$ cat src/rtl/pipe_hazard_ctrl.sv
// pipe_hazard_ctrl: pipeline sequencer for the rvseed IFU->IDU->EXU chain.
//   Issues the fetch enable, stalls ID for one cycle on a load-use hazard,
//   flushes ID/EX after an EXU redirect, and freezes the pipe while a
//   data-memory access waits for its ack. A timeout on that wait raises mem_err.
//   State and counters are registered; all outputs are combinational from
//   state and inputs.
//
// Optional feature macro: HAZ_PERF_CNT_EN adds saturating perf counters
//   stall_cyc (cycles with id_hold=1) and flush_cyc (cycles with id_flush=1).
//
// Ports:
//   clk, rst_n     clock, asynchronous active-low reset
//   enable         core run enable
//   id_vld/id_rs1/id_rs2/id_rs_use   ID instruction and its source usage
//   ex_vld/ex_mem_ren/ex_reg_wen/ex_rd  EX instruction (load / writeback)
//   ex_redirect    branch taken / jump pulse from EXU
//   mem_req/mem_ack data-memory handshake
//   fetch_en, id_hold, id_flush, ex_bubble, ex_hold  pipeline controls
//   mem_err        memory timeout error (held while in ERR)
//   state_o        FSM state for debug (IDLE=0 RUN=1 FLUSH=2 MEM_WAIT=3 ERR=4)
//   stall_cyc, flush_cyc  perf counters (HAZ_PERF_CNT_EN only)

module pipe_hazard_ctrl #(
  parameter int unsigned REG_AW       = 5,
  parameter int unsigned FLUSH_CYCLES = 2,
  parameter int unsigned MEM_TIMEOUT  = 255,
  parameter int unsigned CNT_W        = 32
) (
  input  logic              clk,
  input  logic              rst_n,
  input  logic              enable,
  input  logic              id_vld,
  input  logic [REG_AW-1:0] id_rs1,
  input  logic [REG_AW-1:0] id_rs2,
  input  logic [1:0]        id_rs_use,
  input  logic              ex_vld,
  input  logic              ex_mem_ren,
  input  logic              ex_reg_wen,
  input  logic [REG_AW-1:0] ex_rd,
  input  logic              ex_redirect,
  input  logic              mem_req,
  input  logic              mem_ack,
  output logic              fetch_en,
  output logic              id_hold,
  output logic              id_flush,
  output logic              ex_bubble,
  output logic              ex_hold,
  output logic              mem_err,
  output logic [2:0]        state_o
`ifdef HAZ_PERF_CNT_EN
  ,
  output logic [CNT_W-1:0]  stall_cyc,
  output logic [CNT_W-1:0]  flush_cyc
`endif
);

  localparam int unsigned FC_W = $clog2(FLUSH_CYCLES + 1);
  localparam int unsigned WC_W = $clog2(MEM_TIMEOUT + 1);

  typedef enum logic [2:0] {
    S_IDLE     = 3'd0,
    S_RUN      = 3'd1,
    S_FLUSH    = 3'd2,
    S_MEM_WAIT = 3'd3,
    S_ERR      = 3'd4
  } state_e;

  // Reject configurations the counters cannot represent.
  if (REG_AW == 0 || FLUSH_CYCLES == 0 || MEM_TIMEOUT == 0 || CNT_W == 0) begin : g_bad_params
    $error("pipe_hazard_ctrl: parameters must all be >= 1");
  end

  state_e            state_q, state_d;
  logic [FC_W-1:0]   flush_cnt_q, flush_cnt_d;
  logic [WC_W-1:0]   wait_cnt_q, wait_cnt_d;
  logic              load_use;

  // Load in EX whose rd feeds a used source operand of the ID instruction.
  assign load_use = id_vld && ex_vld && ex_mem_ren && ex_reg_wen && (ex_rd != '0) &&
                    ((id_rs_use[0] && (id_rs1 == ex_rd)) ||
                     (id_rs_use[1] && (id_rs2 == ex_rd)));

  // State and counter registers.
  always_ff @(posedge clk or negedge rst_n) begin
    if (!rst_n) begin
      state_q     <= S_IDLE;
      flush_cnt_q <= '0;
      wait_cnt_q  <= '0;
    end else begin
      state_q     <= state_d;
      flush_cnt_q <= flush_cnt_d;
      wait_cnt_q  <= wait_cnt_d;
    end
  end

  // Next-state and pipeline-control decode.
  always_comb begin
    state_d     = state_q;
    flush_cnt_d = flush_cnt_q;
    wait_cnt_d  = wait_cnt_q;
    fetch_en    = 1'b0;
    id_hold     = 1'b0;
    id_flush    = 1'b0;
    ex_bubble   = 1'b0;
    ex_hold     = 1'b0;
    mem_err     = 1'b0;

    unique case (state_q)
      S_IDLE: begin
        if (enable) state_d = S_RUN;
      end

      S_RUN: begin
        if (!enable) begin
          state_d = S_IDLE;
        end else if (mem_req && !mem_ack) begin
          // A redirect seen together with a pending access is re-presented later.
          id_hold    = 1'b1;
          ex_hold    = 1'b1;
          wait_cnt_d = WC_W'(1);
          state_d    = S_MEM_WAIT;
        end else if (ex_redirect) begin
          id_flush    = 1'b1;
          ex_bubble   = 1'b1;
          flush_cnt_d = FC_W'(FLUSH_CYCLES);
          state_d     = S_FLUSH;
        end else if (load_use) begin
          // One bubble is enough: the load leaves EX at the next edge.
          id_hold   = 1'b1;
          ex_bubble = 1'b1;
        end else begin
          fetch_en = 1'b1;
        end
      end

      S_FLUSH: begin
        if (!enable) begin
          flush_cnt_d = '0;
          state_d     = S_IDLE;
        end else begin
          id_flush  = 1'b1;
          ex_bubble = 1'b1;
          if (flush_cnt_q <= FC_W'(1)) begin
            flush_cnt_d = '0;
            state_d     = S_RUN;
          end else begin
            flush_cnt_d = flush_cnt_q - FC_W'(1);
          end
        end
      end

      S_MEM_WAIT: begin
        // The access completes even if enable drops meanwhile.
        if (mem_ack) begin
          wait_cnt_d = '0;
          state_d    = enable ? S_RUN : S_IDLE;
        end else begin
          id_hold = 1'b1;
          ex_hold = 1'b1;
          if (wait_cnt_q >= WC_W'(MEM_TIMEOUT)) begin
            wait_cnt_d = '0;
            state_d    = S_ERR;
          end else begin
            wait_cnt_d = wait_cnt_q + WC_W'(1);
          end
        end
      end

      S_ERR: begin
        mem_err = 1'b1;
        id_hold = 1'b1;
        ex_hold = 1'b1;
        if (!enable) state_d = S_IDLE;
      end

      default: begin
        state_d = S_IDLE;
      end
    endcase
  end

  assign state_o = state_q;

`ifdef HAZ_PERF_CNT_EN
  logic [CNT_W-1:0] stall_cyc_q;
  logic [CNT_W-1:0] flush_cyc_q;

  // Saturating stall / flush cycle counters.
  always_ff @(posedge clk or negedge rst_n) begin
    if (!rst_n) begin
      stall_cyc_q <= '0;
      flush_cyc_q <= '0;
    end else begin
      if (id_hold && (stall_cyc_q != {CNT_W{1'b1}})) stall_cyc_q <= stall_cyc_q + CNT_W'(1);
      if (id_flush && (flush_cyc_q != {CNT_W{1'b1}})) flush_cyc_q <= flush_cyc_q + CNT_W'(1);
    end
  end

  assign stall_cyc = stall_cyc_q;
  assign flush_cyc = flush_cyc_q;
`endif

endmodule

$ cat config.mk
export PLATFORM = sky130hd
export DESIGN_NAME = pipe_hazard_ctrl
export DESIGN_NICKNAME = d
export VERILOG_FILES = /design/src/rtl/pipe_hazard_ctrl.sv
export SDC_FILE = /design/constraint.sdc
export NUM_CORES = 1
export LEC_CHECK = 0
export CORE_MARGIN = 5
export CORE_UTILIZATION = 40
export DETAILED_ROUTE_END_ITERATION = 6
export HOLD_SLACK_MARGIN = 0.03
export PLACE_DENSITY = 0.73
export SKIP_CTS_REPAIR_TIMING = 1
export SLEW_MARGIN = 20
export SYNTH_ARGS = -nofsm -noshare
export SYNTH_HDL_FRONTEND = slang
export SYNTH_SLANG_ARGS = --single-unit
$ cat constraint.sdc
create_clock -name clk -period 2.3 [get_ports clk]
set_clock_uncertainty 0.2 [all_clocks]
set_input_delay 0.46 -clock clk [delete_from_list [all_inputs] [get_ports clk]]
set_output_delay 0.46 -clock clk [all_outputs]
set_load 0.05 [all_outputs]
==> impl_metrics.csv, run 1 <==
group,metric,value,unit
status,outcome,"finished with violations",
status,violations,"setup timing",
critical_path,critPathCaptureType,"output pin",
cells_and_area,antennaDiodeCount,0,
cells_and_area,multi_input_area,752,um2
sta,tns,-0.279,ns
sta,fin_crit,2.42,ns
sta,drv_slew,0,
pwr,p_per_area,800,nW/um2
clocking,cts.sinks,13,
critical_path,path_buf_inv,2,
clocking,clk_path_buf_depth,2,
clocking,cts_buffers,3,
clocking,cts_max_level,1,
cells_and_area,fillers,147,
place,port_buffers,35,
critical_path,worstReg2RegStart,"wait_cnt_q[0]$_DFFE_PN0P_",
run,maxCapViolations,0,
critical_path,worstRegToRegCells,5,
cells_and_area,area_delta_synth_final,76.8,%
place,dp_hpwl,2390,um
route,wl_per_cell,18.0,um
critical_path,r2r_slack,0.37,ns
route,avgViaCountPerCell,5.67,
sta,final-setup-viol-count,3,
floorplanning,start_util,43.0,%
sta,rsz0062_at_grt,"yes",
sta,fmax,413,MHz
critical_path,crit_type,"in2out",
global_route,grt_max_degree,14,
cells_and_area,fin_nets,193,
clocking,cts_tree,"built",
critical_path,worstSetupEndpoint,"fetch_en",
global_route,grt_overflow,0,
critical_path,crit_fanout,2,
floorplanning,chipWidth,59.2,um
floorplanning,die_area,3510,um2
clocking,clkLatencyLatePin,0.28,ns
route,ant_nets,0,
yosys,synth_largest_area_cell,"dfrtp_1",
route,dr.pass1.iters,4,
critical_path,slowest_delay,0.36,ns
route,drt_iter0_markers,33,
critical_path,cp_cell_sequence,"dlymetal6s2s_1 > xor2_1 > nor4_2 > a32oi_2 > o311a_4 > buf_12",
global_route,grt_pass1_wl,4700,um
yosys,syn_inst,112,
yosys,ys_top_cells_by_count,"dfrtp_1 (13), nand2_1 (11), xor2_1 (9)",
yosys,yosysUniqueCellTypes,42,
global_route,grt_use_met2,30.1,%
yosys,synth_area,970,um2
global_route,grt_use_total,17.2,%
floorplanning,design.core.area,2250,um2
yosys,synth_nets,140,
critical_path,worst_path_dominant_cell_family,"compound AO/OA/AOI/OAI gates",
global_route,grt_pass1_vias,1047,
yosys,synth.avg_cell_area,8.66,um2
critical_path,r2r_end,"state_o[2]$_DFFE_PN0P_",
floorplanning,rows,17,
sta,timing.final.crit_share,105,%
yosys,ys.warnings.count,0,
sta,hold_violations,0,
yosys,synthTopCellsByArea,"dfrtp_1 (34%), xor2_1 (8.1%), nand2_1 (4.3%), a21oi_1 (3.6%), o21ai_0 (3.6%)",
place,gp_congestion,0.788,
route,dr_total_vias,1088,
yosys,ys_ff_latch,13,
yosys,synth-edff-count,0,
critical_path,crit_path_top_delay_cell,"o311a_4",
critical_path,cp.depth,6,
yosys,yosys_most_used_dff,"dfrtp_1",
global_route,met3_usage,3.05,%
yosys,synth.most_common_cell,"dfrtp_1",
critical_path,cp.required,1.64,ns
sta,whs,0.302,ns
pwr,ir_drop,0.745,mV
critical_path,worstSetupStartpoint,"id_rs2[4]",
worst_hold_path,worstHoldPathType,"reg2reg",
route,drt_wl_total,3460,um
global_route,antenna_found_initial,0,
floorplanning,io_pins,36,
yosys,yosysSeqAreaShare,33.5,%
global_route,top_usage_layer,"met2",
critical_path,cp-start-kind,"input port",
sta,max_slew_margin,61.3,%
critical_path,worstPathArrival,1.76,ns
clocking,cts.clk_slew.worst_paths,0.07,ns
sta,setup_slack,-0.123,ns
yosys,synthArstFlopShare,100,%
cells_and_area,drive_gt1_share,33.5,%
global_route,use_met1,20.4,%
floorplanning,dieHeight,59.2,um
pwr,leakage,0.875,nW
cells_and_area,regArea,329,um2
yosys,yosysTopAreaCellShare,33.5,%
clocking,clock_tree.root_cell,"clkbuf_4",
route,remaining_drc_errors,0,
sta,tightest_slew,0.578,ns
[metal layers]
metal  wire (um)  part of all wire, %  vias up
li1            -                    -      518
met1        1420                   41      535
met2        1830                   53       31
met3         198                  5.7        4
met4          12                 0.35        0
met5           0                    0        -
[how the worst min path moves through the flow]
| stage | start | endpoint | slack, ns | cells past startpoint |
|---|---|---|---|---|
| final | flush_cnt_q[0]$_DFFE_PN0P_ | flush_cnt_q[0]$_DFFE_PN0P_ | 0.30 | 1 |
| after global routing | flush_cnt_q[0]$_DFFE_PN0P_ | flush_cnt_q[0]$_DFFE_PN0P_ | 0.32 | 1 |
| after CTS | flush_cnt_q[0]$_DFFE_PN0P_ | flush_cnt_q[0]$_DFFE_PN0P_ | 0.30 | 1 |
| after detailed placement | flush_cnt_q[0]$_DFFE_PN0P_ | flush_cnt_q[0]$_DFFE_PN0P_ | 0.29 | 1 |
| after global placement | wait_cnt_q[6]$_DFFE_PN0P_ | wait_cnt_q[6]$_DFFE_PN0P_ | 0.28 | 1 |
| after floorplan | rst_n | flush_cnt_q[0]$_DFFE_PN0P_ | -0.04 | 0 |
[worst register-to-register path: cells and delay by family, from the launching register on]
family	cells	cell delay, ns
simple gates	1	0.25
compound gates	3	0.69
fa+ha+maj	1	0.28
flops	1	0.41
[flip-flops by register name, indices dropped and copies added (netlist names)]
| register | cells |
|---|---|
| wait_cnt_q | 8 |
| state_o | 3 |
| flush_cnt_q | 2 |
[area by class of cell]
type                            count  share of cell area [%]
Tap cell                           28                    2.04
Multi-Input combinational cell     94                    43.9
Sequential cell                    13                    19.2
Inverter                            2                   0.438
Timing Repair Buffer               51                    32.9
Clock buffer                        4                    1.53
[logic make-up after synthesis]
| family | after synthesis | share of synthesized area [%] |
|---|---|---|
| fa+ha+maj | 1 | 1.29 |
| simple gates | 47 | 27.5 |
| buf+inv | 5 | 2.84 |
| flops | 13 | 33.5 |
| compound gates | 35 | 24.9 |
| xor+xnor | 11 | 9.94 |
[power by group]
| group | internal (W) | switching (W) |
|---|---|---|
| Combinational | 0.000407 | 0.000437 |
| Sequential | 0.000291 | 0.0000964 |
| Clock | 0.0000673 | 0.0000729 |
| Total | 0.000765 | 0.000606 |
[cell usage in the layout (no fill, tap or decap), types with 3 or more instances in the layout]
cell type	count
a21oi_1	7
a22o_1	3
buf_12	6
buf_4	19
buf_6	3
clkbuf_4	3
clkdlybuf4s50_1	5
dfrtp_1	10
dfrtp_2	3
dlymetal6s2s_1	17
nand2_1	11
nand3_1	4
nor2_1	6
o21ai_0	7
xor2_1	7
[per-stage QoR]
step / utilization, % / area [um2] / std cells / total power, W / setup WS (ns)
floorplan: - / 1030 / 112 / 0.000853 / -0.149
CTS: 70.1 / 1580 / 191 / 0.00132 / -0.512
finish: 76.0 / 1710 / 192 / 0.00137 / -0.123
detailed placement: 69.0 / 1560 / 187 / 0.00117 / -0.501
global route: 76.0 / 1710 / 192 / 0.00146 / -0.156
global placement: 69.0 / 1560 / 187 / 0.00115 / -0.462
No activity file was read; power rests on OpenSTA's default activity.
==> inputs of run 2 (changes only) <==
--- a/config.mk
+++ b/config.mk
@@ -6,10 +6,10 @@
 export NUM_CORES = 1
 export LEC_CHECK = 0
 export CORE_MARGIN = 5
-export CORE_UTILIZATION = 40
+export CORE_UTILIZATION = 39
 export DETAILED_ROUTE_END_ITERATION = 6
 export HOLD_SLACK_MARGIN = 0.03
-export PLACE_DENSITY = 0.73
+export PLACE_DENSITY = 0.75
 export SKIP_CTS_REPAIR_TIMING = 1
 export SLEW_MARGIN = 20
 export SYNTH_ARGS = -nofsm -noshare
==> constraint.sdc (replaced) <==
create_clock -name clk -period 2.07 [get_ports clk]
set_clock_uncertainty 0.2 [all_clocks]
set_input_delay 0.414 -clock clk [delete_from_list [all_inputs] [get_ports clk]]
set_output_delay 0.414 -clock clk [all_outputs]
set_load 0.05 [all_outputs]
==> impl_metrics.csv, run 2 (synthesis results as in run 1) <==
group,metric,value,unit
cells_and_area,stdcell_count,205,
critical_path,cp.required,1.46,ns
sta,max_slew_margin,61.9,%
floorplanning,die_area,3580,um2
floorplanning,io_pins,36,
pwr,seqPwrFrac,24.0,%
route,dr.pass1.iters,4,
floorplanning,rows,18,
place,port_buffers,35,
critical_path,worstSetupStartpoint,"id_vld",
critical_path,worstPathArrival,1.68,ns
floorplanning,chipWidth,59.9,um
floorplanning,start_util,39.9,%
route,wl_per_cell,15.2,um
floorplanning,dieHeight,59.9,um
status,violations,"setup timing",
sta,rsz0062_at_grt,"yes",
global_route,grt_overflow,0,
clocking,cts.sinks,13,
clocking,clk_path_buf_depth,2,
critical_path,crit_fanout,2,
global_route,grt_pass1_vias,1050,
pwr,internal-power,0.000966,W
cells_and_area,area_delta_synth_final,88.0,%
cells_and_area,fin_nets,204,
global_route,grt_use_total,16.2,%
pwr,leakage,0.931,nW
cells_and_area,drive_gt1_share,40.6,%
pwr,combPwrFrac,66.5,%
sta,tightest_slew,0.569,ns
global_route,antenna_found_initial,0,
sta,fmax,435,MHz
clocking,cts_buffers,3,
pwr,p_clk_share,9.4,%
clocking,clkLatencyLatePin,0.28,ns
route,avgViaCountPerCell,5.45,
sta,drv_slew,0,
critical_path,critPathCaptureType,"output pin",
clocking,cts_max_level,1,
route,ant_nets,0,
route,dr_total_vias,1117,
clocking,clock_tree.root_cell,"clkbuf_4",
pwr,switching_power,0.000697,W
cells_and_area,utilization,74.9,%
sta,timing.final.crit_share,111,%
critical_path,worstReg2RegStart,"wait_cnt_q[0]$_DFFE_PN0P_",
route,drt_iter0_markers,37,
route,drt_wl_total,3120,um
place,dp_hpwl,2150,um
pwr,swShare,41.9,%
place,gp_congestion,0.814,
global_route,grt_max_degree,14,
clocking,cts.clk_slew.worst_paths,0.08,ns
critical_path,cp-start-kind,"input port",
cells_and_area,final_common_cell,"buf_4",
sta,whs,0.291,ns
critical_path,crit_type,"in2out",
status,outcome,"finished with violations",
run,maxCapViolations,0,
cells_and_area,largest-register,"wait_cnt_q",
sta,fin_crit,2.30,ns
sta,final-setup-viol-count,5,
pwr,p_per_area,912,nW/um2
route,remaining_drc_errors,0,
pwr,ir_drop,0.936,mV
cells_and_area,antennaDiodeCount,0,
floorplanning,design.core.area,2430,um2
cells_and_area,most-common-layout-cells,"buf_4 (26), dlymetal6s2s_1 (16), dfrtp_1 (10), nand2_1 (9), xor2_1 (8)",
sta,hold_violations,0,
clocking,cts_tree,"built",
worst_hold_path,worstHoldPathType,"in2async",
global_route,grt_pass1_wl,4470,um
cells_and_area,largest_register_ffs,8,
sta,setup_slack,-0.228,ns
place,dp.cells,192,
==> run 2: changes by cell type in the layout (fill, tap and decap cells not counted), sizes merged <==
cell / delta
dlymetal6s2s: -1
buf: +10
clkbuf: +2
==> run 2: worst max-delay path, cell delays in order <==
cell and delay (ns):
clkdlybuf4s50_1 0.46, nand4_1 0.12, buf_4 0.17, o311a_4 0.37
buf_8 0.15
==> run 2: power groups by stage <==
stage	clock, W	sequential [W]	combinational [W]
floorplan	0	0.000466	0.000492
global placement	0	0.000421	0.000891
detailed placement	0	0.000426	0.000905
CTS	0.000167	0.000421	0.000907
global route	0.000177	0.000411	0.00117
finish	0.000156	0.000400	0.00111
==> run 2: final timing paths <==
path | end | slack (ns) | depth (start not counted)
setup / recovery | fetch_en | -0.23 | 5
hold reg to reg | wait_cnt_q[6]$_DFFE_PN0P_ | 0.30 | 1
min in group clk | wait_cnt_q[6]$_DFFE_PN0P_ | 0.30 | 1
hold / removal | wait_cnt_q[2]$_DFFE_PN0P_ | 0.29 | 1
max in group asynchronous | state_o[1]$_DFFE_PN0P_ | 0.97 | 1
setup reg to reg | state_o[2]$_DFFE_PN0P_ | 0.18 | 5
==> run 2: area by class of cell <==
type | instances | area, um2
tap | 30 | 37.5
clock buffer | 4 | 26.3
sequential | 13 | 329
multi-input combinational | 94 | 771
fill | 156 | 609
timing repair buffer | 62 | 652
inverter | 2 | 7.51
==> run 2: metrics by stage <==
step	instance area, um2	TNS (ns)	power, W	setup slack [ns]
after floorplan	1040	-0.561	0.000958	-0.333
after global placement	1590	-2.98	0.00131	-0.611
after detailed placement	1590	-3.19	0.00133	-0.655
after CTS	1620	-2.38	0.00150	-0.660
after global routing	1820	-0.935	0.00176	-0.275
final	1820	-0.617	0.00166	-0.228
==> run 2: routing by layer <==
metal  track usage, %  vias up  part of all wire [%]
li1                 -      541                     -
met1             19.2      524                    41
met2             27.6       47                    49
met3             3.02        5                   8.9
met4             8.23        0                   1.7
met5                0        -                     0
==> inputs of run 3 (changes only) <==
--- a/config.mk
+++ b/config.mk
@@ -10,6 +10,7 @@
 export DETAILED_ROUTE_END_ITERATION = 6
 export HOLD_SLACK_MARGIN = 0.03
 export PLACE_DENSITY = 0.75
+export RECOVER_POWER = 100
 export SKIP_CTS_REPAIR_TIMING = 1
 export SLEW_MARGIN = 20
 export SYNTH_ARGS = -nofsm -noshare
==> impl_metrics.csv, run 3 (synthesis results as in run 1) <==
group,metric,value,unit
worst_hold_path,worstHoldPathType,"reg2reg",
floorplanning,dieHeight,59.9,um
critical_path,worstPathArrival,1.68,ns
place,dp_slack,-0.655,ns
global_route,antenna_found_initial,0,
route,drt_wl_total,3140,um
place,post_dp_cell_area,1590,um2
clocking,clk_path_buf_depth,2,
cells_and_area,stdcell_area,1810,um2
sta,hold_violations,0,
route,ant_nets,0,
floorplanning,io_pins,36,
sta,setup_slack,-0.227,ns
sta,fmax,435,MHz
place,dp_hpwl,2150,um
cells_and_area,largest-register,"wait_cnt_q",
global_route,grt_pass1_wl,4470,um
floorplanning,die_area,3580,um2
place,port_buffers,35,
route,wl_per_cell,15.3,um
clocking,cts_tree,"built",
route,dr_total_vias,1113,
critical_path,slowest_delay,0.46,ns
critical_path,crit_type,"in2out",
cells_and_area,largest_register_ffs,8,
global_route,grt_use_met2,27.6,%
global_route,grt_max_degree,14,
critical_path,cp.required,1.46,ns
cells_and_area,drive_gt1_share,38.9,%
global_route,grt_overflow,0,
cells_and_area,final_common_cell,"buf_4",
cells_and_area,fillers,162,
floorplanning,chipWidth,59.9,um
critical_path,cp_cell_sequence,"clkdlybuf4s50_1 > nand4_1 > buf_4 > o311a_4 > buf_8",
sta,drv_slew,0,
clocking,cts.clk_slew.worst_paths,0.07,ns
cells_and_area,most-common-layout-cells,"buf_4 (22), dlymetal6s2s_1 (16), dfrtp_1 (12), nand2_1 (9)",
cells_and_area,antennaDiodeCount,0,
sta,max_slew_margin,59.8,%
global_route,grt_use_total,16.2,%
sta,rsz0062_at_grt,"yes",
place,gp_congestion,0.814,
status,violations,"setup timing",
global_route,grt_pass1_vias,1050,
floorplanning,design.core.area,2430,um2
route,dr.pass1.iters,4,
clocking,clkLatencyLatePin,0.29,ns
clocking,cts_max_level,1,
critical_path,critPathCaptureType,"output pin",
pwr,p_per_area,908,nW/um2
critical_path,crit_path_top_delay_cell,"clkdlybuf4s50_1",
route,remaining_drc_errors,0,
floorplanning,rows,18,
sta,timing.final.crit_share,111,%
sta,tightest_slew,0.596,ns
critical_path,cp-start-kind,"input port",
clocking,cts_buffers,3,
run,maxCapViolations,0,
cells_and_area,fin_nets,204,
status,outcome,"finished with violations",
pwr,ir_drop,0.903,mV
route,avgViaCountPerCell,5.43,
sta,fin_crit,2.30,ns
pwr,leakage,0.926,nW
floorplanning,start_util,39.9,%
clocking,cts.sinks,13,
clocking,clock_tree.root_cell,"clkbuf_4",
global_route,top_usage_layer,"met2",
cells_and_area,area_delta_synth_final,86.5,%
sta,final-setup-viol-count,5,
global_route,met3_usage,3.02,%
critical_path,crit_fanout,2,
route,drt_iter0_markers,36,
global_route,use_met1,19.2,%
run 3: changes by cell type in the layout (fill, tap and decap cells not counted), sizes merged:
cell           before  now
dlygate4sd3         0    2
clkdlybuf4s50       5    3
clkbuf              7   12
buf                38   33
run 3: per-layer routing:
layer  part of all wire (%)  wire [um]  up-vias
li1                       -          -      542
met1                     41       1290      522
met2                     49       1520       44
met3                    8.6        270        5
met4                    1.7         54        0
met5                      0          0        -
run 3: cell type report:
class                           count  area (um2)  share of cell area [%]
Tap cell                           30        37.5                    2.08
Inverter                            2        7.51                   0.415
Sequential cell                    13         327                    18.1
Multi-Input combinational cell     94         771                    42.6
Timing Repair Buffer               62         639                    35.4
Clock buffer                        4        26.3                    1.45
run 3: through the flow:
step | TNS [ns] | utilization, % | std cells | hold slack (ns) | total power [W]
after floorplan | -0.561 | - | 112 | -0.0816 | 0.000958
after global placement | -2.98 | 65.4 | 192 | 0.279 | 0.00131
after detailed placement | -3.19 | 65.4 | 192 | 0.284 | 0.00133
after CTS | -2.38 | 66.5 | 196 | 0.301 | 0.00150
after global routing | -1.08 | 74.3 | 205 | 0.315 | 0.00174
final | -0.784 | 74.3 | 205 | 0.298 | 0.00164
run 3: power breakdown:
part / switching, W / total (W) / leakage, nW / internal (W)
sequential: 0.0000748 / 0.000395 / 0.171 / 0.000320
combinational: 0.000539 / 0.00109 / 0.740 / 0.000550
clock: 0.0000837 / 0.000159 / 0.0150 / 0.0000749
total: 0.000697 / 0.00164 / 0.926 / 0.000944
run 3: path summary, 6_finish.rpt:
path	startpoint	endpoint	slack (ns)	depth (start not counted)
worst max-delay path	id_vld	fetch_en	-0.23	5
worst min-delay path	wait_cnt_q[6]$_DFFE_PN0P_	wait_cnt_q[6]$_DFFE_PN0P_	0.30	1
worst max register to register	wait_cnt_q[0]$_DFFE_PN0P_	wait_cnt_q[7]$_DFFE_PN0P_	0.13	6
worst min register to register	wait_cnt_q[6]$_DFFE_PN0P_	wait_cnt_q[6]$_DFFE_PN0P_	0.30	1
max in group asynchronous	rst_n	state_o[2]$_DFFE_PN0P_	0.90	1
min in group asynchronous	rst_n	wait_cnt_q[2]$_DFFE_PN0P_	0.36	1
run 3: critical path, delay by kind of cell:
kind / cells / cell delay [ns]
AO/OA/AOI/OAI: 1 / 0.37
buffers and inverters: 3 / 0.78
AND/OR/NAND/NOR: 1 / 0.12
